<file path="src/rtl/lcd_ctrl.sv">
// HD44780 timing engine: sequences RS/DATA setup, EN pulse, hold and execution wait per LSU byte write.
// Optional power-up init sequence is compiled in with `define LCD_INIT_EN.
module lcd_ctrl #(
   parameter int T_POWERUP = 750000,
   parameter int T_SETUP   = 4,
   parameter int T_PW      = 25,
   parameter int T_HOLD    = 4,
   parameter int T_EXEC    = 2000,
   parameter int T_CLEAR   = 82000
) (
   input  logic       i_clk,
   input  logic       i_rst,
   input  logic       i_wr,
   input  logic       i_rs,
   input  logic [7:0] i_data,
   output logic       o_busy,
   output logic       o_drop,
   output logic       o_lcd_on,
   output logic       o_lcd_en,
   output logic       o_lcd_rs,
   output logic       o_lcd_rw,
   output logic [7:0] o_lcd_data
);

   localparam int CNT_MAX = 16777216;

   if (T_POWERUP < 1 || T_POWERUP > CNT_MAX || T_SETUP < 1 || T_SETUP > CNT_MAX ||
       T_PW < 1 || T_PW > CNT_MAX || T_HOLD < 1 || T_HOLD > CNT_MAX ||
       T_EXEC < 1 || T_EXEC > CNT_MAX || T_CLEAR < 1 || T_CLEAR > CNT_MAX) begin : g_bad_param
      $error("lcd_ctrl: timing parameter outside 1..2^24");
   end

   // Counter reload values: a state lasting N cycles is entered with N-1.
   localparam logic [23:0] LD_SETUP = 24'(T_SETUP - 1);
   localparam logic [23:0] LD_PW    = 24'(T_PW - 1);
   localparam logic [23:0] LD_HOLD  = 24'(T_HOLD - 1);
   localparam logic [23:0] LD_EXEC  = 24'(T_EXEC - 1);
   localparam logic [23:0] LD_CLEAR = 24'(T_CLEAR - 1);

`ifdef LCD_INIT_EN
   localparam logic [23:0] LD_PWR = 24'(T_POWERUP - 1);
   typedef enum logic [2:0] {PWR_WAIT, INIT_LOAD, SETUP, PULSE, HOLD, WAIT, IDLE} state_t;
`else
   typedef enum logic [2:0] {SETUP, PULSE, HOLD, WAIT, IDLE} state_t;
`endif

   state_t      state_q, state_d;
   logic [23:0] cnt_q, cnt_d;
   logic        rs_q, rs_d;
   logic [7:0]  data_q, data_d;
   logic        busy_q, busy_d;
   logic        en_q, en_d;
   logic        drop_q, drop_d;
   logic        on_q;
   logic        is_clear;

`ifdef LCD_INIT_EN
   logic [1:0]  idx_q, idx_d;
   logic        init_q, init_d;

   function automatic logic [7:0] init_cmd(input logic [1:0] idx);
      case (idx)
         2'd0:    return 8'h38;
         2'd1:    return 8'h0C;
         2'd2:    return 8'h01;
         default: return 8'h06;
      endcase
   endfunction
`endif

   // Clear Display / Return Home need the long execution wait.
   assign is_clear = !rs_q && (data_q[7:2] == 6'd0) && (data_q[1:0] != 2'd0);

   always_comb begin
      state_d = state_q;
      cnt_d   = cnt_q;
      rs_d    = rs_q;
      data_d  = data_q;
`ifdef LCD_INIT_EN
      idx_d   = idx_q;
      init_d  = init_q;
`endif
      if (cnt_q != 24'd0) cnt_d = cnt_q - 24'd1;
      case (state_q)
`ifdef LCD_INIT_EN
         PWR_WAIT: if (cnt_q == 24'd0) state_d = INIT_LOAD;
         INIT_LOAD: begin
            rs_d    = 1'b0;
            data_d  = init_cmd(idx_q);
            state_d = SETUP;
            cnt_d   = LD_SETUP;
         end
`endif
         SETUP: if (cnt_q == 24'd0) begin
            state_d = PULSE;
            cnt_d   = LD_PW;
         end
         PULSE: if (cnt_q == 24'd0) begin
            state_d = HOLD;
            cnt_d   = LD_HOLD;
         end
         HOLD: if (cnt_q == 24'd0) begin
            state_d = WAIT;
            cnt_d   = is_clear ? LD_CLEAR : LD_EXEC;
         end
         WAIT: if (cnt_q == 24'd0) begin
            state_d = IDLE;
`ifdef LCD_INIT_EN
            if (init_q) begin
               if (idx_q == 2'd3) begin
                  init_d = 1'b0;
               end else begin
                  idx_d   = idx_q + 2'd1;
                  state_d = INIT_LOAD;
               end
            end
`endif
         end
         IDLE: if (i_wr) begin
            rs_d    = i_rs;
            data_d  = i_data;
            state_d = SETUP;
            cnt_d   = LD_SETUP;
         end
         default: state_d = IDLE;
      endcase
      busy_d = (state_d != IDLE);
      en_d   = (state_d == PULSE);
      drop_d = i_wr && (state_q != IDLE);
   end

   always_ff @(posedge i_clk or negedge i_rst) begin
      if (!i_rst) begin
`ifdef LCD_INIT_EN
         state_q <= PWR_WAIT;
         cnt_q   <= LD_PWR;
         busy_q  <= 1'b1;
         idx_q   <= 2'd0;
         init_q  <= 1'b1;
`else
         state_q <= IDLE;
         cnt_q   <= 24'd0;
         busy_q  <= 1'b0;
`endif
         rs_q    <= 1'b0;
         data_q  <= 8'h00;
         en_q    <= 1'b0;
         drop_q  <= 1'b0;
         on_q    <= 1'b0;
      end else begin
         state_q <= state_d;
         cnt_q   <= cnt_d;
         busy_q  <= busy_d;
`ifdef LCD_INIT_EN
         idx_q   <= idx_d;
         init_q  <= init_d;
`endif
         rs_q    <= rs_d;
         data_q  <= data_d;
         en_q    <= en_d;
         drop_q  <= drop_d;
         on_q    <= 1'b1;
      end
   end

   assign o_busy     = busy_q;
   assign o_drop     = drop_q;
   assign o_lcd_on   = on_q;
   assign o_lcd_en   = en_q;
   assign o_lcd_rs   = rs_q;
   assign o_lcd_rw   = 1'b0;
   assign o_lcd_data = data_q;

endmodule
</file>
<file path="config.mk">
export PLATFORM = sky130hd
export DESIGN_NAME = lcd_ctrl
export DESIGN_NICKNAME = d
export VERILOG_FILES = /design/src/rtl/lcd_ctrl.sv
export SDC_FILE = /design/constraint.sdc
export NUM_CORES = 1
export LEC_CHECK = 0
export ABC_AREA = 1
export CAP_MARGIN = 10
export CORE_ASPECT_RATIO = 1.25
export CORE_MARGIN = 2
export CORE_UTILIZATION = 45
export CTS_CLUSTER_SIZE = 40
export DETAILED_ROUTE_END_ITERATION = 8
export PLACE_DENSITY = 0.66
export SYNTH_ARGS = -nofsm -noshare
export SYNTH_HDL_FRONTEND = slang
export SYNTH_SLANG_ARGS = --single-unit
</file>
<file path="constraint.sdc">
create_clock -name i_clk -period 2.6 [get_ports i_clk]
set_clock_uncertainty 0.05 [all_clocks]
set_input_delay 0.26 -clock i_clk [delete_from_list [all_inputs] [get_ports i_clk]]
set_output_delay 0.26 -clock i_clk [all_outputs]
set_load 0.005 [all_outputs]
</file>
### Yosys cells after proc, flatten, opt, wreduce, memory -nomap -nowiden

Index checks and enable logic that the tools add are counted.

| storage, ports and cells | value |
|---|---|
| bits in registers | 40 |
| bits of input ports | 12 |
| output and inout bits | 14 |
| logic and storage cells | 39 |

| operators by class | value |
|---|---|
| $add $sub $neg | 1 |
| eq/ne operators | 7 |
| muxes and demuxes | 13 |
| reductions and logical operators | 10 |

Operators by type and width:

| kind | count |
|---|---|
| $mux 24 | 5 |
| $pmux 24 s4 | 1 |
| $logic_not 24->1 | 1 |
| $reduce_bool 24->1 | 1 |
| $sub 24x1->24 const B | 1 |
| $mux 17 | 1 |
| $mux 3 | 5 |
| $pmux 3 s5 | 1 |
| $eq 3x1->1 const B | 2 |
| $eq 3x2->1 const B | 2 |
| $logic_not 6->1 | 1 |
| $ne 3x3->1 const B | 2 |
| $eq 3x3->1 const B | 1 |
| $logic_and 1x1->1 | 3 |
| $logic_not 3->1 | 1 |
| $reduce_and 2->1 | 1 |
| $reduce_bool 2->1 | 1 |
| $logic_not 1->1 | 1 |

### Longest topological paths before layout

Gate-level depths: netlist of the first run.

| depth | value |
|---|---|
| depth in word-level cells | 6 |
| mapped depth | 12 |
| mapped depth without buffers | 11 |

### Worst setup path before layout of the first run

No wires, ideal clock.

| timing path | value |
|---|---|
| kind | register to register |
| from | reg cnt_q[0] |
| to | reg cnt_q[0] |
| library setup time | 0.116 ns |
| data arrival time | 1.767 ns |
| required time | 2.434 ns |
| slack | 0.667 ns |
| stages on the path, launching flop included | 10 |
| buffers on the path | 0 |
| clock period less this slack | 1.933 ns |
| cell sequence | dfrtp_1 inv_1 ha_1 nand2_1 nor2_1 nand2_1 nor2_1 nand2_4 ha_1 o311ai_0 |

| on the way | value |
|---|---|
| cells in the longest elaborated chain, start to end | 4 |
| elaborated cells between the ends (all ways) | 9 |
| those cells by class | 1 x add/sub; 6 x mux; 2 x reduce/logical |

Ends and longest elaborated chain:

| item | RTL line | text |
|---|---|---|
| start: declaration | 48 | `logic [23:0] cnt_q, cnt_d;` |
| start signal: assignment | 152 | `cnt_q <= cnt_d;` |
| $sub 24x1->24 or $reduce_bool 24->1 (tied branches) | 83 | `if (cnt_q != 24'd0) cnt_d = cnt_q - 24'd1;` |
| $mux 24 | 83 |  |
| $mux 24 (on tied branches) | n/a |  |
| $pmux 24 s4 * | 84 | `case (state_q)` |
| via cnt_d[0] | 48 |  |

The timed path passes the listed nets; every way through them passes the cells marked *.
A chain may end at the register's enable or synchronous reset.

### Worst setup path after layout of the first run

Ends and elaborated chain as after synthesis.

==> flow_summary.toml, run 1 <==
[power]
combPwrFrac = 0.520
power.switching_mw = 1.49
cellLeakagePower_nw = 1.51
power.density_nw_per_um2 = 1140
seqPwrFrac = 0.326
clkPwrFrac = 0.154
p_int_mw = 1.81
vdd_ir_drop_max_v = 0.000564
total_power_mw = 3.30
swShare = 0.452

[global_routing]
grt_pass1_wl_um = 10500
antenna_found_initial = 0
overflow = 0
grt_pass1_vias = 2308
gr-usage-all-layers = 0.214
grt_max_degree = 41

[critical_path]
crit_type = "reg2reg"
r2r-start = "cnt_q[0]"
r2r_cells = 9
rrSetupSlack_ps = 440
crit_path_end_kind = "register"
slowest_delay_ps = 400
r2r_end = "cnt_q[0]"
arrival_ps = 2290
path_cells = "inv_1, ha_1, nand2_1, nor2_1, nand2_1, nor2_1, nand2_4, ha_1, o311ai_0"
cp-start-kind = "register"
critPathSlowestCell = "dfrtp_1"
cp.required_ps = 2730
cp_max_fo = 11

[synth]
synth_cell_type_count = 35
synth_area_leader_cell = "dfrtp_1"
ys_top_cells_by_area = "dfrtp_1, nand2_1, nor2_1, nand3_1, inv_1"
yosys_register_bits = 40
ys_seq_area_frac = 0.400
synth.yosys.warnings = 0
syn-num-nets = 378
synthDominantCellAreaShare = 0.390
synth_area_per_cell_sq_um = 6.92
synthesis.instances = 362
netlist_area_sq_um = 2500

[timing]
final.min_clock_period_ps = 2160
slew_headroom = 0.399
timing_hold_violations_final = 0
maxSlewViolCount = 0
rsz0062_at_grt = "no"
clock.fmax_ghz = 0.464
setup_tns_ps = 0
whs_ps = 40.8
setup_viol = 0
worst_pin_slew_ps = 902
fin_crit_sh = 0.830

[detailed_routing]
firstDrtPassIters = 4
drt_iter0_markers = 215
met1_length_um = 2690
via_count = 2376
met2_length_um = 3150
wire_per_inst_um = 13.8
avgViaCountPerCell = 5.21
antenna_left = 0
post-route-drc-count = 0
drt-total-wl_um = 6280
top_layer = "met4"
wl_met3_um = 303

[clock_tree]
clockBufferDepth = 2
cts-hold-fix-buffers = 0
htree_levels = 2
cts_sinks = 40
post_cts_buffers = 0
numCtsBuffers = 5
cts_resized = 0
cts_tree = "yes"
cts.clk_slew.worst_paths_ps = 80
clkLatencyLatePin_ps = 290
cts_root_buf = "clkbuf_8"

[floorplan]
die_width_um = 70.7
initial_core_util = 0.463
io_pins = 26
coreArea_sq_um = 5410
die_area_sq_um = 6180
core.rowCount = 30
die_height_um = 87.4

[run]
cap_violations = 0

[status]
status = "completed"

[finish]
mostFrequentLayoutCells = "nand2_1, nor2_1, dfrtp_1"
fin_cells = 456
syn_to_final_growth_pct = 16.1
final_common_cell = "nand2_1"
drive_above_1_share = 0.0740
fin_util = 0.538
diodes = 0
fin_nets = 407
nFillCells = 544

[placement]
routabilityCongestion = 0.903
port_buffers = 24
dpl.cell_count = 448
post-dp-hpwl_um = 4820

[min_path]
hold_class = "in2async"
-- synth_stat cells (all sizes together) --
cell and instances:
clkinv 1, a22oi 1, nand3 36, a21boi 1, dfrtp 39, nand4 9, xnor2 2, ha 4
nand3b 7, o311ai 1, nor2 85, nand2 112, inv 31, o21bai 1, a21o 1, a21oi 8
o21ai 4, nor3 4, xor2 3, dfstp 1, a31o 2, o22ai 1, conb 2, buf 4
or2 2
-- power by group through the flow --
stage / registers [mW] / clock network (mW) / logic, mW
final: 1.08 / 0.509 / 1.72
after global routing: 1.11 / 0.540 / 1.95
after CTS: 1.07 / 0.516 / 1.71
after detailed placement: 1.09 / 0 / 1.70
after global placement: 1.08 / 0 / 1.68
after floorplan: 1.04 / 0 / 1.21
-- worst max-delay path by stage --
stage               cells past startpoint  endpoint     start
finish                                  9  cnt_q[0]  cnt_q[0]
global route                            9  cnt_q[0]  cnt_q[0]
CTS                                     9  cnt_q[0]  cnt_q[0]
detailed placement                      9  cnt_q[0]  cnt_q[0]
global placement                        9  cnt_q[0]  cnt_q[0]
floorplan                               9  cnt_q[0]  cnt_q[0]
-- registers in the layout (all words and copies together), names as in the netlist --
register    count
o_busy          1
o_drop          1
cnt_q          24
state_q         3
o_lcd_data      8
o_lcd_en        1
o_lcd_on        1
o_lcd_rs        1
-- cell type report --
cell class                 count  area [sq um]  area share
multi-input combinational    286          1350       0.463
tap                           64          80.1      0.0275
timing repair buffer          26           250      0.0861
inverter                      32           120      0.0413
clock buffer                   6          72.6      0.0250
clock inverter                 2          35.0      0.0120
sequential                    40          1000       0.345
-- through the flow --
step	setup WS (ps)	area (sq um)
global placement	558	2800
CTS	477	2910
global route	274	2910
finish	443	2910
detailed placement	493	2800
floorplan	667	2500
-- cell families after synthesis --
| group | Yosys count | synth area share |
|---|---|---|
| compound gates | 20 | 0.0550 |
| xor+xnor | 5 | 0.0175 |
| fa+ha+maj | 4 | 0.0200 |
| buf+inv | 36 | 0.0619 |
| flops | 40 | 0.400 |
| other cells | 2 | 0.00300 |
| simple gates | 255 | 0.443 |
-- critical path: cells and delay by family (launching register included) --
| family | cells | cell delay, ps |
|---|---|---|
| AO/OA/AOI/OAI | 1 | 320 |
| adder cells (fa/ha/maj) | 2 | 530 |
| buffers and inverters | 1 | 180 |
| flip-flops | 1 | 400 |
| AND/OR/NAND/NOR | 5 | 580 |
-- per-layer routing --
layer,global-route usage,up-vias
met5,0,-
met4,0.0789,0
met3,0.0336,12
met2,0.380,74
met1,0.262,1083
li1,-,1207
Note: power is estimated with default switching activity, not from simulation.
==> inputs of run 2 (changes only) <==
--- a/config.mk
+++ b/config.mk
@@ -12,7 +12,7 @@
 export CORE_UTILIZATION = 45
 export CTS_CLUSTER_SIZE = 40
 export DETAILED_ROUTE_END_ITERATION = 8
-export PLACE_DENSITY = 0.66
+export PLACE_DENSITY = 0.68
 export SYNTH_ARGS = -nofsm -noshare
 export SYNTH_HDL_FRONTEND = slang
 export SYNTH_SLANG_ARGS = --single-unit
==> constraint.sdc (replaced) <==
create_clock -name i_clk -period 1.9 [get_ports i_clk]
set_clock_uncertainty 0.05 [all_clocks]
set_input_delay 0.19 -clock i_clk [delete_from_list [all_inputs] [get_ports i_clk]]
set_output_delay 0.19 -clock i_clk [all_outputs]
set_load 0.005 [all_outputs]
==> flow_summary.toml, run 2 (same netlist as run 1, synthesis figures left out) <==
[power]
clkPwrFrac = 0.148
vdd_ir_drop_max_v = 0.000737
power.density_nw_per_um2 = 1540
total_power_mw = 4.88
seqPwrFrac = 0.298
combPwrFrac = 0.554
power.switching_mw = 2.19
p_int_mw = 2.69
swShare = 0.449
cellLeakagePower_nw = 1.64

[critical_path]
cp-start-kind = "register"
cp.required_ps = 2050
crit_type = "reg2reg"
arrival_ps = 1940
r2r-start = "cnt_q[18]"
r2r_cells = 8
r2r_end = "cnt_q[11]"
crit_path_end_kind = "register"
rrSetupSlack_ps = 100
cp_max_fo = 11

[placement]
port_buffers = 24
routabilityCongestion = 0.950
post-place-ws_ps = -16.9
post-dp-hpwl_um = 5100

[floorplan]
coreArea_sq_um = 5410
core.rowCount = 30
die_width_um = 70.7
io_pins = 26
die_area_sq_um = 6180
die_height_um = 87.4
initial_core_util = 0.463

[finish]
regMostFlops = "cnt_q"
final_common_cell = "nand2_1"
syn_to_final_growth_pct = 26.8
mostFrequentLayoutCells = "nand2_1, nor2_1, dfrtp_1"
fin_nets = 433
nFillCells = 520
multiInputGateArea_sq_um = 1390
drive_above_1_share = 0.160
largest_reg_flops = 24
diodes = 0
ff_latch_area_sq_um = 1000

[global_routing]
gr-usage-all-layers = 0.223
grt_pass1_wl_um = 11000
overflow = 0
grt_max_degree = 29
grt_pass1_vias = 2474
antenna_found_initial = 0

[timing]
final.min_clock_period_ps = 1800
whs_ps = 279
rsz0062_at_grt = "yes"
clock.fmax_ghz = 0.557
maxSlewViolCount = 0
timing_hold_violations_final = 0
worst_slack_ps = 104
setup_tns_ps = 0
fin_crit_sh = 0.945
setup_viol = 0

[status]
status = "completed"

[detailed_routing]
drt_iter0_markers = 120
avgViaCountPerCell = 5.24
wire_per_inst_um = 13.6
firstDrtPassIters = 4
drt-total-wl_um = 6540
antenna_left = 0
via_count = 2525
met2_length_um = 3240
met1_length_um = 2790
top_layer = "met4"
wl_met3_um = 248
post-route-drc-count = 0

[clock_tree]
cts_tree = "yes"
cts.clk_slew.worst_paths_ps = 90
htree_levels = 2
cts_root_buf = "clkbuf_8"
numCtsBuffers = 5
cts_sinks = 40
clkLatencyLatePin_ps = 300
clockBufferDepth = 2

[min_path]
hold_class = "in2async"

[run]
cap_violations = 0
## run 2: cell count changes in the layout (fill, tap and decap cells not counted), sizes merged
cell	previous run	this run
clkinv	2	3
dlygate4sd3	0	1
clkbuf	6	5
buf	3	28
## run 2: power by group through the flow
| stage | logic (mW) | registers (mW) | clock network [mW] |
|---|---|---|---|
| 2_1_floorplan | 1.65 | 1.42 | 0 |
| 3_3_place_gp | 2.50 | 1.45 | 0 |
| 3_5_place_dp | 2.54 | 1.46 | 0 |
| 4_1_cts | 2.57 | 1.44 | 0.730 |
| 5_1_grt | 3.02 | 1.50 | 0.760 |
| 6_report | 2.71 | 1.45 | 0.722 |
## run 2: cell type report
class,count,share of cell area
Timing Repair Buffer,52,0.145
Clock buffer,5,0.0217
Multi-Input combinational cell,286,0.439
Tap cell,64,0.0252
Sequential cell,40,0.316
Clock inverter,3,0.0150
Inverter,32,0.0386
## run 2: layer usage
layer / up-vias / track usage
li1: 1255 / -
met1: 1170 / 0.254
met2: 80 / 0.397
met3: 20 / 0.0313
met4: 0 / 0.129
met5: - / 0
## run 2: worst max-delay path by stage
stage / start / to / cells past startpoint
final: cnt_q[18] / cnt_q[11] / 8
after global routing: cnt_q[1] / cnt_q[18] / 11
after CTS: cnt_q[1] / cnt_q[0] / 9
after detailed placement: cnt_q[1] / cnt_q[0] / 9
after global placement: cnt_q[1] / cnt_q[0] / 9
after floorplan: cnt_q[0] / cnt_q[0] / 9
## run 2: stage by stage
step,instance area [sq um],std cells,utilization
final,3180,482,0.588
after global routing,3180,482,0.588
after CTS,3120,481,0.578
after detailed placement,2990,472,0.554
after global placement,2990,472,0.554
after floorplan,2500,362,-
## run 2: timing repair
action / CTS / global route
resized for setup: 1 / 13
endpoints found under the setup margin: 1 / 21
pin swaps: 0 / 2
hold buffers: 1 / 0
setup buffers: 0 / 1
hold endpoints to repair: 11 / 0
## run 2: critical path, cell delays in order (launching register included)
cell and delay (ps):
dfrtp_1 430, nor2_1 210, nand2_2 150, nor2_1 210, nand3_2 160, buf_4 220, buf_4 150, nand3b_1 70
nor2_1 50
